--- config.mk ---
export PLATFORM = sky130hd
export DESIGN_NAME = axi_pmem_initiator
export DESIGN_NICKNAME = d
export VERILOG_FILES = /design/src/rtl/axi_pkg.sv /design/src/rtl/axi_init_watchdog.sv /design/src/rtl/axi_pmem_initiator.sv
export SDC_FILE = /design/constraint.sdc
export NUM_CORES = 1
export LEC_CHECK = 0
export CAP_MARGIN = 20
export CORE_ASPECT_RATIO = 0.5
export CORE_UTILIZATION = 32
export DETAILED_ROUTE_END_ITERATION = 7
export PLACE_DENSITY = 0.94
export SYNTH_ARGS = -nofsm -noshare
export SYNTH_HDL_FRONTEND = slang
export SYNTH_HIERARCHICAL = 1
export SYNTH_SLANG_ARGS = --single-unit
--- constraint.sdc ---
create_clock -name clk -period 2.5 [get_ports clk]
set_input_delay 0.375 -clock clk [delete_from_list [all_inputs] [get_ports clk]]
set_output_delay 0.375 -clock clk [all_outputs]
set_load 0.05 [all_outputs]
--- src/rtl/axi_pkg.sv ---
// Shared AXI constants and the initiator FSM state encoding.
//
// Contents:
//   AXI_BURST_INCR  - AXI burst type for incrementing bursts (2'b01)
//   AXI_RESP_OKAY   - AXI OKAY response code (2'b00)
//   init_state_e    - axi_pmem_initiator FSM states
package axi_pkg;

  localparam logic [1:0] AXI_BURST_INCR = 2'b01;
  localparam logic [1:0] AXI_RESP_OKAY  = 2'b00;

  typedef enum logic [2:0] {
    StIdle = 3'd0,
    StAw   = 3'd1,
    StW    = 3'd2,
    StB    = 3'd3,
    StAr   = 3'd4,
    StR    = 3'd5
  } init_state_e;

endpackage

--- src/rtl/axi_init_watchdog.sv ---
// Watchdog for axi_pmem_initiator: counts consecutive busy cycles that see no AXI handshake.
// Only built when AXI_INIT_TIMEOUT_EN is defined.
//
// Ports:
//   clk, rst   - clock, synchronous active-high reset
//   busy_i     - initiator is in a non-idle state
//   hs_i       - some AXI channel handshake happened this cycle
//   timeout_o  - sticky flag, set once the counter reaches 16'hFFFF; cleared only by rst
`ifdef AXI_INIT_TIMEOUT_EN
module axi_init_watchdog (
  input  logic clk,
  input  logic rst,
  input  logic busy_i,
  input  logic hs_i,
  output logic timeout_o
);

  logic [15:0] cnt_q;
  logic        timeout_q;

  always_ff @(posedge clk) begin
    if (rst) begin
      cnt_q     <= 16'd0;
      timeout_q <= 1'b0;
    end else begin
      if (!busy_i || hs_i) begin
        cnt_q <= 16'd0;
      end else if (cnt_q != 16'hFFFF) begin
        // Saturate so a long stall cannot wrap back to a small count.
        cnt_q <= cnt_q + 16'd1;
      end
      if (cnt_q == 16'hFFFF) begin
        timeout_q <= 1'b1;
      end
    end
  end

  assign timeout_o = timeout_q;

endmodule
`endif

--- src/rtl/axi_pmem_initiator.sv ---
// AXI4 initiator: turns a command + data-stream request into one single-outstanding INCR burst
// on a 32-bit AXI port, counts beats, generates wlast, checks rlast/IDs and reports status.
//
// Ports:
//   clk, rst                       - clock, synchronous active-high reset
//   cmd_*                          - command handshake (write flag, word address, AXI LEN)
//   wr_*                           - write data stream into the initiator
//   rd_*                           - read data stream out of the initiator
//   done_o / error_o               - one-cycle completion pulse / status valid with done_o
//   timeout_o                      - sticky watchdog flag
//   axi_aw* / axi_w* / axi_b*      - AXI write channels
//   axi_ar* / axi_r*               - AXI read channels
//
// Optional feature: define AXI_INIT_TIMEOUT_EN to build the stall watchdog; otherwise
// timeout_o is tied low.
module axi_pmem_initiator
  import axi_pkg::*;
#(
  parameter logic [3:0] AXI_ID = 4'd0
) (
  input  logic        clk,
  input  logic        rst,
  input  logic        cmd_valid_i,
  output logic        cmd_ready_o,
  input  logic        cmd_write_i,
  input  logic [31:0] cmd_addr_i,
  input  logic [7:0]  cmd_len_i,
  input  logic        wr_valid_i,
  output logic        wr_ready_o,
  input  logic [31:0] wr_data_i,
  input  logic [3:0]  wr_strb_i,
  output logic        rd_valid_o,
  input  logic        rd_ready_i,
  output logic [31:0] rd_data_o,
  output logic        rd_last_o,
  output logic        done_o,
  output logic        error_o,
  output logic        timeout_o,
  output logic        axi_awvalid_o,
  output logic [31:0] axi_awaddr_o,
  output logic [3:0]  axi_awid_o,
  output logic [7:0]  axi_awlen_o,
  output logic [1:0]  axi_awburst_o,
  input  logic        axi_awready_i,
  output logic        axi_wvalid_o,
  output logic [31:0] axi_wdata_o,
  output logic [3:0]  axi_wstrb_o,
  output logic        axi_wlast_o,
  input  logic        axi_wready_i,
  input  logic        axi_bvalid_i,
  input  logic [1:0]  axi_bresp_i,
  input  logic [3:0]  axi_bid_i,
  output logic        axi_bready_o,
  output logic        axi_arvalid_o,
  output logic [31:0] axi_araddr_o,
  output logic [3:0]  axi_arid_o,
  output logic [7:0]  axi_arlen_o,
  output logic [1:0]  axi_arburst_o,
  input  logic        axi_arready_i,
  input  logic        axi_rvalid_i,
  input  logic [31:0] axi_rdata_i,
  input  logic [1:0]  axi_rresp_i,
  input  logic [3:0]  axi_rid_i,
  input  logic        axi_rlast_i,
  output logic        axi_rready_o
);

  init_state_e state_q;
  logic [31:0] addr_q;
  logic [7:0]  len_q;
  logic [7:0]  beat_q;
  logic        err_acc_q;
  logic        cmd_ready_q;
  logic        awvalid_q;
  logic        arvalid_q;
  logic        bready_q;
  logic        done_q;
  logic        error_q;

  logic last_beat;
  logic w_hs;
  logic r_hs;
  logic b_err;
  logic r_err;
  logic unused_addr_lsb;

  assign last_beat = (beat_q == len_q);
  assign w_hs      = (state_q == StW) && wr_valid_i && axi_wready_i;
  assign r_hs      = (state_q == StR) && axi_rvalid_i && rd_ready_i;
  assign b_err     = (axi_bresp_i != AXI_RESP_OKAY) || (axi_bid_i != AXI_ID);
  // A premature or missing rlast is flagged but the burst still runs to len_q beats.
  assign r_err     = (axi_rresp_i != AXI_RESP_OKAY) || (axi_rid_i != AXI_ID) ||
                     (axi_rlast_i != last_beat);

  // Address is word aligned; the two LSBs of the command are dropped.
  assign unused_addr_lsb = ^cmd_addr_i[1:0];

  always_ff @(posedge clk) begin
    if (rst) begin
      state_q     <= StIdle;
      addr_q      <= 32'd0;
      len_q       <= 8'd0;
      beat_q      <= 8'd0;
      err_acc_q   <= 1'b0;
      cmd_ready_q <= 1'b1;
      awvalid_q   <= 1'b0;
      arvalid_q   <= 1'b0;
      bready_q    <= 1'b0;
      done_q      <= 1'b0;
      error_q     <= 1'b0;
    end else begin
      done_q <= 1'b0;
      unique case (state_q)
        StIdle: begin
          if (cmd_valid_i) begin
            addr_q      <= {cmd_addr_i[31:2], 2'b00};
            len_q       <= cmd_len_i;
            beat_q      <= 8'd0;
            err_acc_q   <= 1'b0;
            cmd_ready_q <= 1'b0;
            if (cmd_write_i) begin
              state_q   <= StAw;
              awvalid_q <= 1'b1;
            end else begin
              state_q   <= StAr;
              arvalid_q <= 1'b1;
            end
          end
        end
        StAw: begin
          if (axi_awready_i) begin
            awvalid_q <= 1'b0;
            state_q   <= StW;
          end
        end
        StW: begin
          if (w_hs) begin
            beat_q <= beat_q + 8'd1;
            if (last_beat) begin
              state_q  <= StB;
              bready_q <= 1'b1;
            end
          end
        end
        StB: begin
          if (axi_bvalid_i) begin
            bready_q    <= 1'b0;
            state_q     <= StIdle;
            cmd_ready_q <= 1'b1;
            done_q      <= 1'b1;
            error_q     <= err_acc_q | b_err;
          end
        end
        StAr: begin
          if (axi_arready_i) begin
            arvalid_q <= 1'b0;
            state_q   <= StR;
          end
        end
        StR: begin
          if (r_hs) begin
            beat_q <= beat_q + 8'd1;
            if (last_beat) begin
              state_q     <= StIdle;
              cmd_ready_q <= 1'b1;
              done_q      <= 1'b1;
              error_q     <= err_acc_q | r_err;
            end else begin
              err_acc_q <= err_acc_q | r_err;
            end
          end
        end
        default: begin
          state_q <= StIdle;
        end
      endcase
    end
  end

  assign cmd_ready_o   = cmd_ready_q;
  assign done_o        = done_q;
  assign error_o       = error_q;

  assign axi_awvalid_o = awvalid_q;
  assign axi_awaddr_o  = addr_q;
  assign axi_awid_o    = AXI_ID;
  assign axi_awlen_o   = len_q;
  assign axi_awburst_o = AXI_BURST_INCR;

  // Write data passes straight through, but only while in W so early data is held off.
  assign axi_wvalid_o  = (state_q == StW) && wr_valid_i;
  assign wr_ready_o    = (state_q == StW) && axi_wready_i;
  assign axi_wdata_o   = wr_data_i;
  assign axi_wstrb_o   = wr_strb_i;
  assign axi_wlast_o   = (state_q == StW) && last_beat;
  assign axi_bready_o  = bready_q;

  assign axi_arvalid_o = arvalid_q;
  assign axi_araddr_o  = addr_q;
  assign axi_arid_o    = AXI_ID;
  assign axi_arlen_o   = len_q;
  assign axi_arburst_o = AXI_BURST_INCR;

  assign rd_valid_o    = (state_q == StR) && axi_rvalid_i;
  assign axi_rready_o  = (state_q == StR) && rd_ready_i;
  assign rd_data_o     = axi_rdata_i;
  assign rd_last_o     = (state_q == StR) && last_beat;

`ifdef AXI_INIT_TIMEOUT_EN
  logic wd_busy;
  logic wd_hs;

  assign wd_busy = (state_q != StIdle);
  assign wd_hs   = (awvalid_q && axi_awready_i) || (arvalid_q && axi_arready_i) || w_hs ||
                   r_hs || (bready_q && axi_bvalid_i);

  axi_init_watchdog u_watchdog (
    .clk       (clk),
    .rst       (rst),
    .busy_i    (wd_busy),
    .hs_i      (wd_hs),
    .timeout_o (timeout_o)
  );
`else
  assign timeout_o = 1'b0;
`endif

endmodule

[Yosys cells after proc, flatten, opt, wreduce, memory -nomap -nowiden]
Cells that the tools add are included.
Word-level totals
  bits of input ports: 132
  output and inout port bits: 173
  word-level logic and storage cells: 105
  flip-flop bits (word level): 56
Operators by class
  reductions and logical operators: 32
  bitwise gates (word level): 2
  $add $sub $neg: 1
  mux-type cells: 41
  eq/ne operators: 18
Operator list (count)
  $mux 3: 9
  $mux 8: 3
  $pmux 8 s3: 1
  $reduce_and 4->1: 6
  $ne 2x2->1 const B: 11
  $mux 1: 20
  $pmux 3 s6: 1
  $reduce_bool 2->1: 7
  $pmux 1 s2: 6
  $add 8x1->8 const B: 1
  $eq 8x8->1: 1
  $logic_and 1x1->1: 8
  $reduce_and 8->1: 1
  $reduce_bool 4->1: 2
  $eq 3x2->1 const B: 2
  $eq 3x3->1 const B: 2
  $reduce_bool 3->1: 2
  $reduce_and 5->1: 1
  $eq 3x1->1 const B: 1
  $logic_not 3->1: 1
  $logic_or 1x1->1: 3
  $pmux 1 s3: 1
  $or 1x1->1: 2
  $reduce_and 2->1: 1
  $ne 1x1->1: 1

[Depth between registers and ports, before layout]
Gate-level depths: netlist of the first run.
  word-level depth: 7
  depth in mapped cells: 6
  gate-level depth less buffers: 5

[Worst setup path after synthesis of the first run]
OpenSTA, ideal clock, no wires.
  path type: reg2out
  from: register len_q[4], in the netlist axi_arlen_o[4]
  to: output port axi_wlast_o
  buffers on the path: 0
  data arrival time: 2.050 ns
  path slack: 0.075 ns
  data required time: 2.125 ns
  stages on the path, launching flop included: 5
  cells stage by stage: dfxtp_1 > xor2_1 > nor4_2 > nand2_1 > nor2_1
On the way
  longest elaborated chain between the ends: 2
RTL lines
  start, declared: RTL line axi_pmem_initiator.sv:70  | logic [7:0] len_q;
  start signal, assigned: RTL line axi_pmem_initiator.sv:117  | len_q <= cmd_len_i;
  $eq 8x8->1: RTL line axi_pmem_initiator.sv:87  | assign last_beat = (beat_q == len_q);
  $logic_and 1x1->1: RTL line axi_pmem_initiator.sv:195  | assign axi_wlast_o = (state_q == StW) && last_beat;
  end, declared: RTL line axi_pmem_initiator.sv:48  | output logic axi_wlast_o,
Every way passes these cells.

[Worst setup path in the final report of the first run]
  from: register beat_q[4]
  to: output port axi_wlast_o
On the way
  longest elaborated chain between the ends: 2
RTL lines
  start, declared: RTL line axi_pmem_initiator.sv:71  | logic [7:0] beat_q;
  start signal, assigned: RTL line axi_pmem_initiator.sv:138  | beat_q <= beat_q + 8'd1;
  start signal, assigned: RTL line axi_pmem_initiator.sv:162  | beat_q <= beat_q + 8'd1;
  $eq 8x8->1: RTL line axi_pmem_initiator.sv:87
  $logic_and 1x1->1: RTL line axi_pmem_initiator.sv:195
Every way passes these cells.

==> flow_metrics.tcl, run 1 <==
set metrics [dict create \
    cts-htree-levels 2 \
    clock-sinks 56 \
    drv_cap 0 \
    cts_made_buffers 5 \
    synth_most_common_cell "buf_4" \
    grtUsageTotal_pct 14.6 \
    power_uw 4510 \
    drive_gt1_share_pct 5.58 \
    syn_area_per_cell_um2 7.85 \
    netlist_instances 431 \
    cts_tree "yes" \
    post_cts_buffers 0 \
    netlist_top_cells_area "dfxtp_1 33%, buf_4 27%, nand2_1 10%" \
    grt_pass1_vias 2493 \
    period_share_pct 89.1 \
    grt_pass1_wl_mm 12.6 \
    clock_path_buffers 2 \
    crit_buf_inv 1 \
    clockRootBuffer "clkbuf_16" \
    clk_latency_ns 0.29 \
    die_h_um 74.7 \
    power_density_nw_per_um2 1050 \
    cp-end-kind "output pin" \
    worstSetupPathType "register to output pin" \
    vias_per_cell 4.66 \
    wl_per_cell_um 14.3 \
    ir_worst_vdd_mv 0.350 \
    synth-seq-area-share_pct 33.1 \
    hold_buffers 0 \
    rsz0062_at_grt "no" \
    synth-seq-cells 56 \
    violations "design-rule violations" \
    switching_share_pct 49.0 \
    cp_slowest_cell "nor4_4" \
    start_kind "register" \
    drcViolationCount 4 \
    io_pins 305 \
    dp.cells 598 \
    p_int_uw 2300 \
    fin_crit_ns 2.23 \
    place.gp.congestion 0.812 \
    gr-total-overflow 0 \
    cp_slowest_stage_delay_ns 0.45 \
    synth_flop_cell "dfxtp_1" \
    utilization_pct 42.1 \
    fin_cells 606 \
    dieArea_um2 11000 \
    worstPathRequired_ns 2.12 \
    p_seq_share_pct 28.5 \
    die_w_um 147 \
    grt_max_degree 48 \
    synth_common_cells "123 x buf_4, 91 x nand2_1, 56 x dfxtp_1" \
    cts_resized 0 \
    arrival_ns 1.85 \
    hold_viol 0 \
    tns_ns 0 \
    netlist.top_cell.by_area "dfxtp_1" \
    p_leak_uw 0.00160 \
    drt_iter0_drc 192 \
    whs_ns 0.464 \
    status "finished with violations" \
    routed_wl_mm 8.67 \
    antenna_cells 0 \
    path_delay_family "simple AND/OR/NAND/NOR gates" \
    cp_cell_sequence "xor2_1 > nor4_4 > nand2_1 > nor2_1 > buf_12" \
    area_growth_pct 27.5 \
    path_max_fanout 6 \
    synth_top_area_share_pct 33.1 \
    fmax_mhz 449 \
    yosysWarnings 6 \
    clk_pin_slew_ns 0.07 \
    core_um2 10200 \
    relSlewSlack_pct 63.3 \
    hp-class "input port to register" \
    dp_hpwl_mm 6.52 \
    syn_area_um2 3380 \
    setup_viol 0 \
    start_util_pct 33.0 \
    dr.pass1.iters 6 \
    clock_skew_ns 0.00422 \
    clkPwrFrac_pct 15.5 \
    io_buffers 149 \
    num_rows 26 \
    drtAntennaViolNets 0 \
    p_sw_uw 2210 \
    combPwrFrac_pct 56.0 \
    report.final.slew_viol_count 0 \
    fin_nets 598 \
    async_reset_ff_share_pct 0 \
    grt_antenna_before_repair 0 \
    vias 2826 \
    synth_edf_count 0 \
    netlist-cell-type-count 46 \
    max_slew.worst_pin.slew_ns 0.549 \
]
-- power by group through the flow --
stage | combinational (µW) | clock, µW | sequential, µW
floorplan | 1720 | 0 | 1710
global placement | 2450 | 0 | 1290
detailed placement | 2500 | 0 | 1300
CTS | 2510 | 725 | 1280
global route | 2670 | 759 | 1310
finish | 2520 | 699 | 1290
-- cells in the final DEF (no fill, tap or decap), types with 2 or more instances in the layout --
master	instances
buf_12	2
o2111ai_1	2
nand2b_1	2
xor2_1	10
a311oi_1	3
a2111oi_0	2
o21ai_0	5
a31oi_1	3
nand4_1	2
xnor2_1	3
clkdlybuf4s50_1	142
and2_1	6
nor3b_1	2
clkbuf_16	5
buf_4	9
nand3_1	6
nand2_1	91
or3_1	2
conb_1	17
inv_1	4
dfxtp_1	56
nor2b_1	3
nor4_1	5
or4_1	2
nor3_1	3
a21oi_1	45
nor2_1	9
clkbuf_1	2
a32o_1	2
-- cell type report --
type                       count  area [µm²]
tap                          140         175
multi-input combinational    244        1320
fill                         999        5940
timing repair buffer         154        1530
clock buffer                   8         146
inverter                       4        15.0
sequential                    56        1120
-- worst register-to-register path: stages (launching register included) --
cell and delay, ns:
dfxtp_1 0.66, or3b_1 0.47, o211ai_2 0.28, nand4_2 0.16, or3_1 0.36, a21oi_1 0.17
-- final timing paths --
check / from / endpoint / slack (ns) / cells past startpoint
setup / recovery: beat_q[4]$_SDFFE_PP0P_ / axi_wlast_o / 0.27 / 5
hold / removal: rst / state_q[0]$_SDFFE_PP0P_ / 0.46 / 4
setup reg to reg: state_q[1]$_SDFFE_PP0P_ / beat_q[4]$_SDFFE_PP0P_ / 0.33 / 5
hold reg to reg: axi_araddr_o[7]$_SDFFE_PP0P_ / axi_araddr_o[7]$_SDFFE_PP0P_ / 0.47 / 2
-- metrics by stage --
step / cell area, µm² / setup slack [ns]
6_report: 4310 / 0.273
5_1_grt: 4310 / 0.148
4_1_cts: 4300 / 0.109
3_5_place_dp: 4160 / 0.161
3_3_place_gp: 4160 / 0.158
2_1_floorplan: 3440 / 0.0745
-- kinds of logic (layout without fill, tap and decap cells) --
family                     count (synthesis)  after routing  share of synthesized area [%]
and+or+nand+nor                          142            142                           20.0
adders and majority gates                  1              1                          0.370
AOI/OAI and AO/OA                         71             71                           12.9
buffers and inverters                    146            166                           30.0
xor gates and xnor gates                  13             13                           3.37
other                                      2             17                          0.222
DFF                                       56             56                           33.1
-- sequential cells by signal (all words and copies together) (netlist names) --
register       cells
cmd_ready_o        1
beat_q             8
axi_arlen_o        8
axi_awvalid_o      1
axi_araddr_o      30
axi_bready_o       1
state_q            3
err_acc_q          1
error_o            1
axi_arvalid_o      1
done_o             1
-- routing by layer --
metal,part of all wire [%],routed length (µm),global-route usage [%]
met1,40,3510,16.2
met2,52,4510,26.2
met3,6.4,559,5.70
met4,1.0,89,5.27
met5,0,0,0
No activity file was read; power rests on OpenSTA's default activity.
==> run 2, diff against run 1 <==
--- a/config.mk
+++ b/config.mk
@@ -5,11 +5,13 @@
 export SDC_FILE = /design/constraint.sdc
 export NUM_CORES = 1
 export LEC_CHECK = 0
+export ABC_AREA = 1
 export CAP_MARGIN = 20
 export CORE_ASPECT_RATIO = 0.5
 export CORE_UTILIZATION = 32
 export DETAILED_ROUTE_END_ITERATION = 7
-export PLACE_DENSITY = 0.94
+export HOLD_SLACK_MARGIN = 0.12
+export PLACE_DENSITY = 0.93
 export SYNTH_ARGS = -nofsm -noshare
 export SYNTH_HDL_FRONTEND = slang
 export SYNTH_HIERARCHICAL = 1
==> run 2 against run 1 <==
Effect of this change:
- the flow now finishes without violations
- sequential share of layout area down 0.41 points
- global-route usage up 0.67 points
- via count is 3.4% higher
- sequential cell count did not move
- critical path type is now register to register
- critical endpoint is now beat_q[5]$_SDFFE_PP0P_
==> flow_metrics.tcl, run 2 <==
set metrics [dict create \
    dr.pass1.iters 5 \
    crit_path_frequent_cell "inv_2" \
    fin_crit_ns 2.03 \
    drive_gt1_share_pct 8.12 \
    clockRootBuffer "clkbuf_16" \
    grt_pass1_wl_mm 13.4 \
    dp_hpwl_mm 7.30 \
    netlist-cell-type-count 31 \
    worstSetupPathType "register to register" \
    cts_made_buffers 5 \
    routed_wl_mm 9.22 \
    relSlewSlack_pct 63.1 \
    synth_common_cells "123 x buf_4, 95 x nor2_1, 56 x dfxtp_1" \
    period_share_pct 81.1 \
    core_um2 10300 \
    met2_length_mm 4.76 \
    synth-seq-cells 56 \
    hold_viol 0 \
    synth_edf_count 0 \
    cts-htree-levels 2 \
    rsz0062_at_grt "no" \
    setup_viol 0 \
    place.gp.congestion 0.910 \
    cts_resized 0 \
    hold_buffers 0 \
    cp_cell_sequence "inv_2 > nand2_2 > nor2_4 > inv_2 > buf_4 > nand2_1 > a21oi_1 > o21a_1" \
    p_leak_uw 0.00180 \
    wl_per_cell_um 14.0 \
    clock_path_buffers 2 \
    synth-seq-area-share_pct 32.5 \
    power_density_nw_per_um2 1220 \
    drv_cap 0 \
    start_util_pct 33.4 \
    ir_worst_vdd_mv 0.420 \
    io_pins 305 \
    whs_ns 0.457 \
    clock_skew_ns 0.00738 \
    hp-class "register to register" \
    clock-sinks 56 \
    yosysWarnings 6 \
    cp_slowest_cell "dfxtp_1" \
    cp-end-kind "register" \
    arrival_ns 2.26 \
    die_h_um 75.5 \
    grt_pass1_vias 2627 \
    largest_register_ffs 30 \
    netlist_instances 476 \
    gr-total-overflow 0 \
    grtUsageTotal_pct 15.3 \
    clk_latency_ns 0.29 \
    wl_met3_um 708 \
    synth_flop_cell "dfxtp_1" \
    synth_top_area_share_pct 32.5 \
    cp_slowest_stage_delay_ns 0.49 \
    max_slew.worst_pin.slew_ns 0.551 \
    drcViolationCount 0 \
    async_reset_ff_share_pct 0 \
    met1_length_mm 3.65 \
    layout_setup_ws_ns 0.472 \
    report.final.slew_viol_count 0 \
    grt_max_degree 38 \
    start_kind "register" \
    vias 2921 \
    netlist_top_cells_area "dfxtp_1 32%, buf_4 27%, nor2_1 10%" \
    final_common_cell "clkdlybuf4s50_1" \
    place_ws_ns 0.285 \
    area_growth_pct 26.8 \
    fin_nets 649 \
    worstPathRequired_ns 2.74 \
    drt_iter0_drc 212 \
    status "completed" \
    dieArea_um2 11200 \
    syn_area_um2 3450 \
    drtAntennaViolNets 0 \
    io_buffers 149 \
    die_w_um 149 \
    vias_per_cell 4.45 \
    clk_pin_slew_ns 0.07 \
    cts_tree "yes" \
    num_rows 26 \
    post_cts_buffers 0 \
    fmax_mhz 493 \
    final_cell_mix "143 x clkdlybuf4s50_1, 95 x nor2_1, 56 x dfxtp_1, 47 x nand2_1, 42 x o21ai_0" \
    syn_area_per_cell_um2 7.25 \
    grt_antenna_before_repair 0 \
    dr.max_layer_used "met4" \
    antenna_cells 0 \
    synth_most_common_cell "buf_4" \
    path_max_fanout 22 \
    netlist.top_cell.by_area "dfxtp_1" \
    tns_ns 0 \
]
## run 2: cell types whose count changed in the layout (fill, tap and decap cells not counted), moves of 5 or more
cell,change
nor3_1,+6
nand2_1,-44
and2_1,-6
nor2_2,+5
inv_2,+6
nor2_1,+86
inv_1,+18
o21ai_0,+37
a21oi_1,-28
xor2_1,-9
## run 2: worst paths after layout
check                                  from                        end  slack [ns]  cells after the start
setup reg to reg    state_q[0]$_SDFFE_PP0P_     beat_q[5]$_SDFFE_PP0P_        0.47                      8
hold reg to reg   axi_bready_o$_SDFFE_PP0P_  axi_bready_o$_SDFFE_PP0P_        0.46                      2
setup / recovery    state_q[0]$_SDFFE_PP0P_     beat_q[5]$_SDFFE_PP0P_        0.47                      8
hold / removal    axi_bready_o$_SDFFE_PP0P_  axi_bready_o$_SDFFE_PP0P_        0.46                      2
## run 2: metal layers
metal / GRT usage, % / up-vias
met5: 0 / -
met4: 4.99 / 0
met1: 18.0 / 1357
li1: - / 1439
met2: 26.9 / 111
met3: 4.97 / 14
## run 2: layout make-up
type                       instances  area [µm²]
fill                            1006        5960
timing repair buffer             153        1510
multi-input combinational        269        1290
sequential                        56        1120
tap                              140         175
clock buffer                       6         129
inverter                          31         121
clock inverter                     2        35.0
## run 2: cells by family after synthesis
| family | Yosys count | share of synthesized area (%) |
|---|---|---|
| adders and majority gates | 1 | 0.362 |
| buffers and inverters | 166 | 31.7 |
| other | 2 | 0.217 |
| DFF | 56 | 32.5 |
| AOI/OAI and AO/OA | 66 | 10.6 |
| and+or+nand+nor | 177 | 22.6 |
| xor gates and xnor gates | 8 | 2.03 |
## run 2: through the flow
step	cell area (µm²)	utilization (%)	power [µW]	std cells
floorplan	3510	-	4060	491
global placement	4220	40.8	4500	649
detailed placement	4220	40.8	4560	649
CTS	4380	42.3	5360	657
global route	4380	42.3	5610	657
finish	4380	42.3	5330	657
## run 2: critical path: cells and delay by family (launching register included)
| family | cells | cell delay (ns) |
|---|---|---|
| flip-flops | 1 | 0.49 |
| buffers and inverters | 3 | 0.74 |
| AND/OR/NAND/NOR | 3 | 0.42 |
| AO/OA/AOI/OAI | 2 | 0.32 |
## run 2: power breakdown
| part | switching (µW) | total [µW] | leakage, µW | internal, µW |
|---|---|---|---|---|
| registers | 241 | 1370 | 0.000461 | 1130 |
| logic | 2200 | 3180 | 0.00126 | 987 |
| clock network | 302 | 774 | 0.0000808 | 472 |
